==> config.mk <==
export PLATFORM = sky130hd
export DESIGN_NAME = ysyx_23060286_ifu
export DESIGN_NICKNAME = d
export VERILOG_FILES = /design/src/rtl/ysyx_23060286_ifu_pkg.sv /design/src/rtl/ysyx_23060286_ifu_fifo.sv /design/src/rtl/ysyx_23060286_ifu.sv
export SDC_FILE = /design/constraint.sdc
export NUM_CORES = 1
export LEC_CHECK = 0
export CORE_UTILIZATION = 50
export CTS_CLUSTER_DIAMETER = 150
export DETAILED_ROUTE_END_ITERATION = 16
export HOLD_SLACK_MARGIN = 0.08
export PLACE_DENSITY = 0.93
export SETUP_SLACK_MARGIN = 0.15
export SLEW_MARGIN = 20
export SYNTH_ARGS = -nofsm -noshare
export SYNTH_HDL_FRONTEND = slang
export SYNTH_HIERARCHICAL = 1
export SYNTH_SLANG_ARGS = --single-unit
==> constraint.sdc <==
create_clock -name clk -period 16.8 [get_ports clk]
set_input_delay 3.36 -clock clk [delete_from_list [all_inputs] [get_ports clk]]
set_output_delay 3.36 -clock clk [all_outputs]
set_load 0.01 [all_outputs]
==> src/rtl/ysyx_23060286_ifu_pkg.sv <==
// rtl/ysyx_23060286_ifu_pkg.sv - shared types and constants for the instruction fetch unit
package ysyx_23060286_ifu_pkg;

  typedef enum logic [1:0] {
    S_REQ   = 2'd0,
    S_WAIT  = 2'd1,
    S_FLUSH = 2'd2
  } ifu_state_e;

  localparam int INST_BYTES = 4;
  localparam logic [31:0] DEFAULT_RESET_PC = 32'h8000_0000;

endpackage

==> src/rtl/ysyx_23060286_ifu_fifo.sv <==
// rtl/ysyx_23060286_ifu_fifo.sv - synchronous FIFO with clear; head read directly from storage flops
module ysyx_23060286_ifu_fifo #(
  parameter int WIDTH = 64,
  parameter int DEPTH = 2,
  localparam int AW = $clog2(DEPTH),
  localparam int CW = AW + 1
) (
  input  logic             clk,
  input  logic             rst,
  input  logic             clr,
  input  logic             push,
  input  logic [WIDTH-1:0] push_data,
  input  logic             pop,
  output logic [WIDTH-1:0] pop_data,
  output logic             full,
  output logic             empty,
  output logic [CW-1:0]    count
);

  logic [WIDTH-1:0] mem_q [DEPTH];
  logic [AW-1:0]    wr_ptr_q, rd_ptr_q;
  logic [CW-1:0]    count_q;
  logic             do_push, do_pop;

  assign full     = (count_q == CW'(DEPTH));
  assign empty    = (count_q == '0);
  assign count    = count_q;
  assign pop_data = mem_q[rd_ptr_q];

  // a pop frees the slot a same-cycle push lands in, so push is allowed even when full
  assign do_pop  = pop && !empty;
  assign do_push = push && (!full || do_pop);

  always_ff @(posedge clk) begin
    if (rst || clr) begin
      wr_ptr_q <= '0;
      rd_ptr_q <= '0;
      count_q  <= '0;
    end else begin
      if (do_push) wr_ptr_q <= wr_ptr_q + AW'(1);
      if (do_pop)  rd_ptr_q <= rd_ptr_q + AW'(1);
      count_q <= count_q + CW'(do_push) - CW'(do_pop);
    end
  end

  always_ff @(posedge clk) begin
    if (do_push && !(rst || clr)) mem_q[wr_ptr_q] <= push_data;
  end

endmodule

==> src/rtl/ysyx_23060286_ifu.sv <==
// rtl/ysyx_23060286_ifu.sv - handshaked fetch front end with redirect flush and decode queue
// Optional performance counters: define YSYX_23060286_IFU_PERF_EN.
module ysyx_23060286_ifu
  import ysyx_23060286_ifu_pkg::*;
#(
  parameter int                XLEN     = 32,
  parameter int                INST_W   = 32,
  parameter logic [XLEN-1:0]   RESET_PC = XLEN'(DEFAULT_RESET_PC),
  parameter int                DEPTH    = 2
) (
  input  logic              clk,
  input  logic              rst,
  input  logic              redirect_valid,
  input  logic [XLEN-1:0]   redirect_pc,
  output logic              imem_req_valid,
  input  logic              imem_req_ready,
  output logic [XLEN-1:0]   imem_req_addr,
  input  logic              imem_rsp_valid,
  input  logic [INST_W-1:0] imem_rsp_data,
  output logic              inst_valid,
  input  logic              inst_ready,
  output logic [INST_W-1:0] inst_out,
  output logic [XLEN-1:0]   inst_pc,
  output logic [XLEN-1:0]   inst_snpc
`ifdef YSYX_23060286_IFU_PERF_EN
  ,
  output logic [31:0]       perf_fetch_cnt,
  output logic [31:0]       perf_stall_cnt,
  output logic [31:0]       perf_flush_cnt
`endif
);

  localparam int CW = $clog2(DEPTH) + 1;

  ifu_state_e          state_q;
  logic [XLEN-1:0]     fetch_pc_q;
  logic [XLEN-1:0]     redirect_pc_al;
  logic                req_fire, rsp_push, q_pop;
  logic                q_full, q_empty;
  logic [CW-1:0]       q_count;
  logic [XLEN+INST_W-1:0] q_head;
  logic                unused_full;

  assign redirect_pc_al = redirect_pc & ~XLEN'(3);

  assign imem_req_valid = !rst && (state_q == S_REQ) && (q_count < CW'(DEPTH)) && !redirect_valid;
  assign imem_req_addr  = fetch_pc_q;
  assign req_fire       = imem_req_valid && imem_req_ready;
  assign rsp_push       = !rst && (state_q == S_WAIT) && imem_rsp_valid && !redirect_valid;

  assign inst_valid = !rst && !q_empty && !redirect_valid;
  assign q_pop      = inst_valid && inst_ready;
  assign inst_pc    = q_head[XLEN+INST_W-1:INST_W];
  assign inst_out   = q_head[INST_W-1:0];
  assign inst_snpc  = inst_pc + XLEN'(INST_BYTES);
  assign unused_full = q_full;

  ysyx_23060286_ifu_fifo #(
    .WIDTH(XLEN + INST_W),
    .DEPTH(DEPTH)
  ) u_queue (
    .clk      (clk),
    .rst      (rst),
    .clr      (redirect_valid),
    .push     (rsp_push),
    .push_data({fetch_pc_q, imem_rsp_data}),
    .pop      (q_pop),
    .pop_data (q_head),
    .full     (q_full),
    .empty    (q_empty),
    .count    (q_count)
  );

  always_ff @(posedge clk) begin
    if (rst) begin
      state_q    <= S_REQ;
      fetch_pc_q <= RESET_PC;
    end else if (redirect_valid) begin
      // a response racing the redirect is dropped; an outstanding one must be drained in S_FLUSH
      fetch_pc_q <= redirect_pc_al;
      case (state_q)
        S_WAIT, S_FLUSH: state_q <= imem_rsp_valid ? S_REQ : S_FLUSH;
        default:         state_q <= S_REQ;
      endcase
    end else begin
      case (state_q)
        S_REQ:   if (req_fire) state_q <= S_WAIT;
        S_WAIT:  if (imem_rsp_valid) begin
                   fetch_pc_q <= fetch_pc_q + XLEN'(INST_BYTES);
                   state_q    <= S_REQ;
                 end
        S_FLUSH: if (imem_rsp_valid) state_q <= S_REQ;
        default: state_q <= S_REQ;
      endcase
    end
  end

`ifdef YSYX_23060286_IFU_PERF_EN
  always_ff @(posedge clk) begin
    if (rst) begin
      perf_fetch_cnt <= '0;
      perf_stall_cnt <= '0;
      perf_flush_cnt <= '0;
    end else begin
      if (rsp_push)       perf_fetch_cnt <= perf_fetch_cnt + 32'd1;
      if (!inst_valid)    perf_stall_cnt <= perf_stall_cnt + 32'd1;
      if (redirect_valid) perf_flush_cnt <= perf_flush_cnt + 32'd1;
    end
  end
`endif

endmodule

==> results.yml <==
run_status:
  run_status: "finished clean"
routing:
  met3_wirelength_um: 1640
  wl_um: 19200
  detail-route-antenna-nets: 0
  routed_via_density: 5.76
  wl_met1_um: 7520
  drtIter0Drc: 448
  drc: 0
  wl_per_cell_um: 20.0
  routed-wl-met2_um: 9760
  firstDrtPassIters: 5
  vias: 5539
  highest_layer: "met4"
min_path:
  hold_end: "u_queue/wr_ptr_q"
  min_path_type: "flop to flop"
  hold_depth: 2
  worst_hold_startpoint: "u_queue/wr_ptr_q"
grt:
  grt_use_total_pct: 24.5
  grt_max_degree: 65
  antenna_found_initial: 0
  grt.overflow.total: 0
  grt_pass1_wl_um: 27900
  grt_pass1_vias: 5284
worst_setup_path:
  slowest_stage: "clkdlybuf4s50_1"
  path_class: "input port to output pin"
  crit_chain: "clkdlybuf4s50_1 -> buf_4 -> nor4b_1 -> clkdlybuf4s50_1"
  start_kind: "input port"
  critical_path.top_delay_family: "buffers and inverters"
  r2r-end: "u_queue/mem_q[1][15]"
  critPathBufInv: 3
  slowest_delay_ns: 0.60
  r2r_start: "state_q[1]"
  r2r_slack_ns: 14.05
  cp_max_fo: 45
  reg2reg_depth: 7
  cp.required_ns: 13.44
  end_kind: "output pin"
  cp_data_arrival_time_ns: 4.99
  cpMostUsedCell: "clkdlybuf4s50_1"
clocking:
  clk_pin_slew_ns: 0.06
  cts_tree: "yes"
  cts_hold_buf: 0
  cts_setup_buffers: 0
  cts_max_level: 4
  clockBufferDepth: 2
  clk_latency_ns: 0.42
  cts_buffers: 17
  post_cts_resized: 0
  cts_sinks: 165
  clockRootBuffer: "clkbuf_16"
floorplan:
  ios: 200
  dieArea_um2: 15400
  fp.dieH_um: 124
  die_x_um: 124
  core_area_um2: 14500
  start_util_pct: 51.3
  fp-row-count: 44
synthesis:
  syn_avg_cell_area_um2: 13.2
  syn_inst: 566
  ys_warn_count: 6
  syn_area_um2: 7460
sta:
  finClkSkew_ns: 0.0110
  setup_viol: 0
  slew_headroom_pct: 31.7
  hold-worst-slack_ns: 0.484
  max_freq_ghz: 0.120
  fin_tns_setup_ns: 0
  grt_setup_unrepaired: "no"
  worst-slew-pin-transition_ns: 1.02
  final_hold_viol_count: 0
  slew_viol_final: 0
  fin_crit_sh_pct: 49.7
  period_minus_slack_ns: 8.35
pwr:
  power.density_nw_per_um2: 87.9
  p_total_uw: 890
  ir_worst_vdd_mv: 0.0728
  p_leak_uw: 0.00338
place:
  place.gp.congestion: 0.826
  hpwl_um: 13100
  placedCellCount: 929
  portBuffers: 195
cells_and_area:
  syn_to_final_growth_pct: 35.7
  diodes: 0
  final_cell_count_no_fill: 961
  fin_nets: 839
  drive_above_1_share_pct: 14.3
job:
  drv_cap: 0
[stage by stage]
stage,instance area [µm²],utilization [%],setup WS (ns)
CTS,10100,69.7,8.44
global placement,9540,65.6,8.46
finish,10100,69.7,8.45
global route,10100,69.7,8.31
detailed placement,9540,65.6,8.47
floorplan,7480,-,5.02
[power breakdown]
part | switching, µW | internal (µW)
Sequential | 11.6 | 445
Clock | 151 | 232
Combinational | 20.8 | 29.6
[flip-flops by register name, indices dropped and copies added, names as in the netlist, named ones only]
| signal | flops |
|---|---|
| u_queue/mem_q | 128 |
| imem_req_addr | 30 |
| state_q | 2 |
| u_queue/count | 2 |
| u_queue/rd_ptr_q | 1 |
| u_queue/wr_ptr_q | 1 |
[layout make-up]
cell class	instances	area [µm²]
clock buffer	18	429
clock inverter	14	159
fill	987	4410
inverter	14	52.6
multi-input combinational	365	2670
sequential	165	4590
tap	184	230
timing repair buffer	201	2000
[worst register-to-register path, stage by stage, from the launching register on]
cell	delay [ns]
dfxtp_1	0.30
inv_1	0.09
ha_1	0.26
nand4bb_1	0.20
inv_1	0.27
o21ai_0	0.32
nor4b_2	0.36
buf_4	0.56
[layout by cell type, fill, tap and decap left out, types with 10 or more instances in the layout]
master / instances
nor3_1: 18
xnor2_1: 22
nand4_1: 16
and3_1: 11
clkdlybuf4s50_1: 195
inv_1: 13
nand3_1: 22
a311oi_1: 10
dfxtp_1: 36
clkbuf_16: 17
nor2_1: 36
nand2_1: 31
edfxtp_1: 128
mux2_2: 64
xor2_1: 19
[routing by layer]
metal	global-route usage (%)	vias to the layer above
li1	-	2577
met2	42.8	242
met4	8.41	0
met1	28.9	2694
met5	0	-
met3	6.87	26
[worst max-delay path by stage]
stage / slack [ns] / endpoint / cells after the start / startpoint
after global routing: 8.31 / imem_req_valid / 4 / rst
final: 8.45 / imem_req_valid / 4 / rst
after global placement: 8.46 / imem_req_valid / 4 / rst
after CTS: 8.44 / imem_req_valid / 4 / rst
after floorplan: 5.02 / u_queue/mem_q[1][0] / 6 / redirect_valid
after detailed placement: 8.47 / imem_req_valid / 4 / rst
Power figures use the tool's default switching activity.
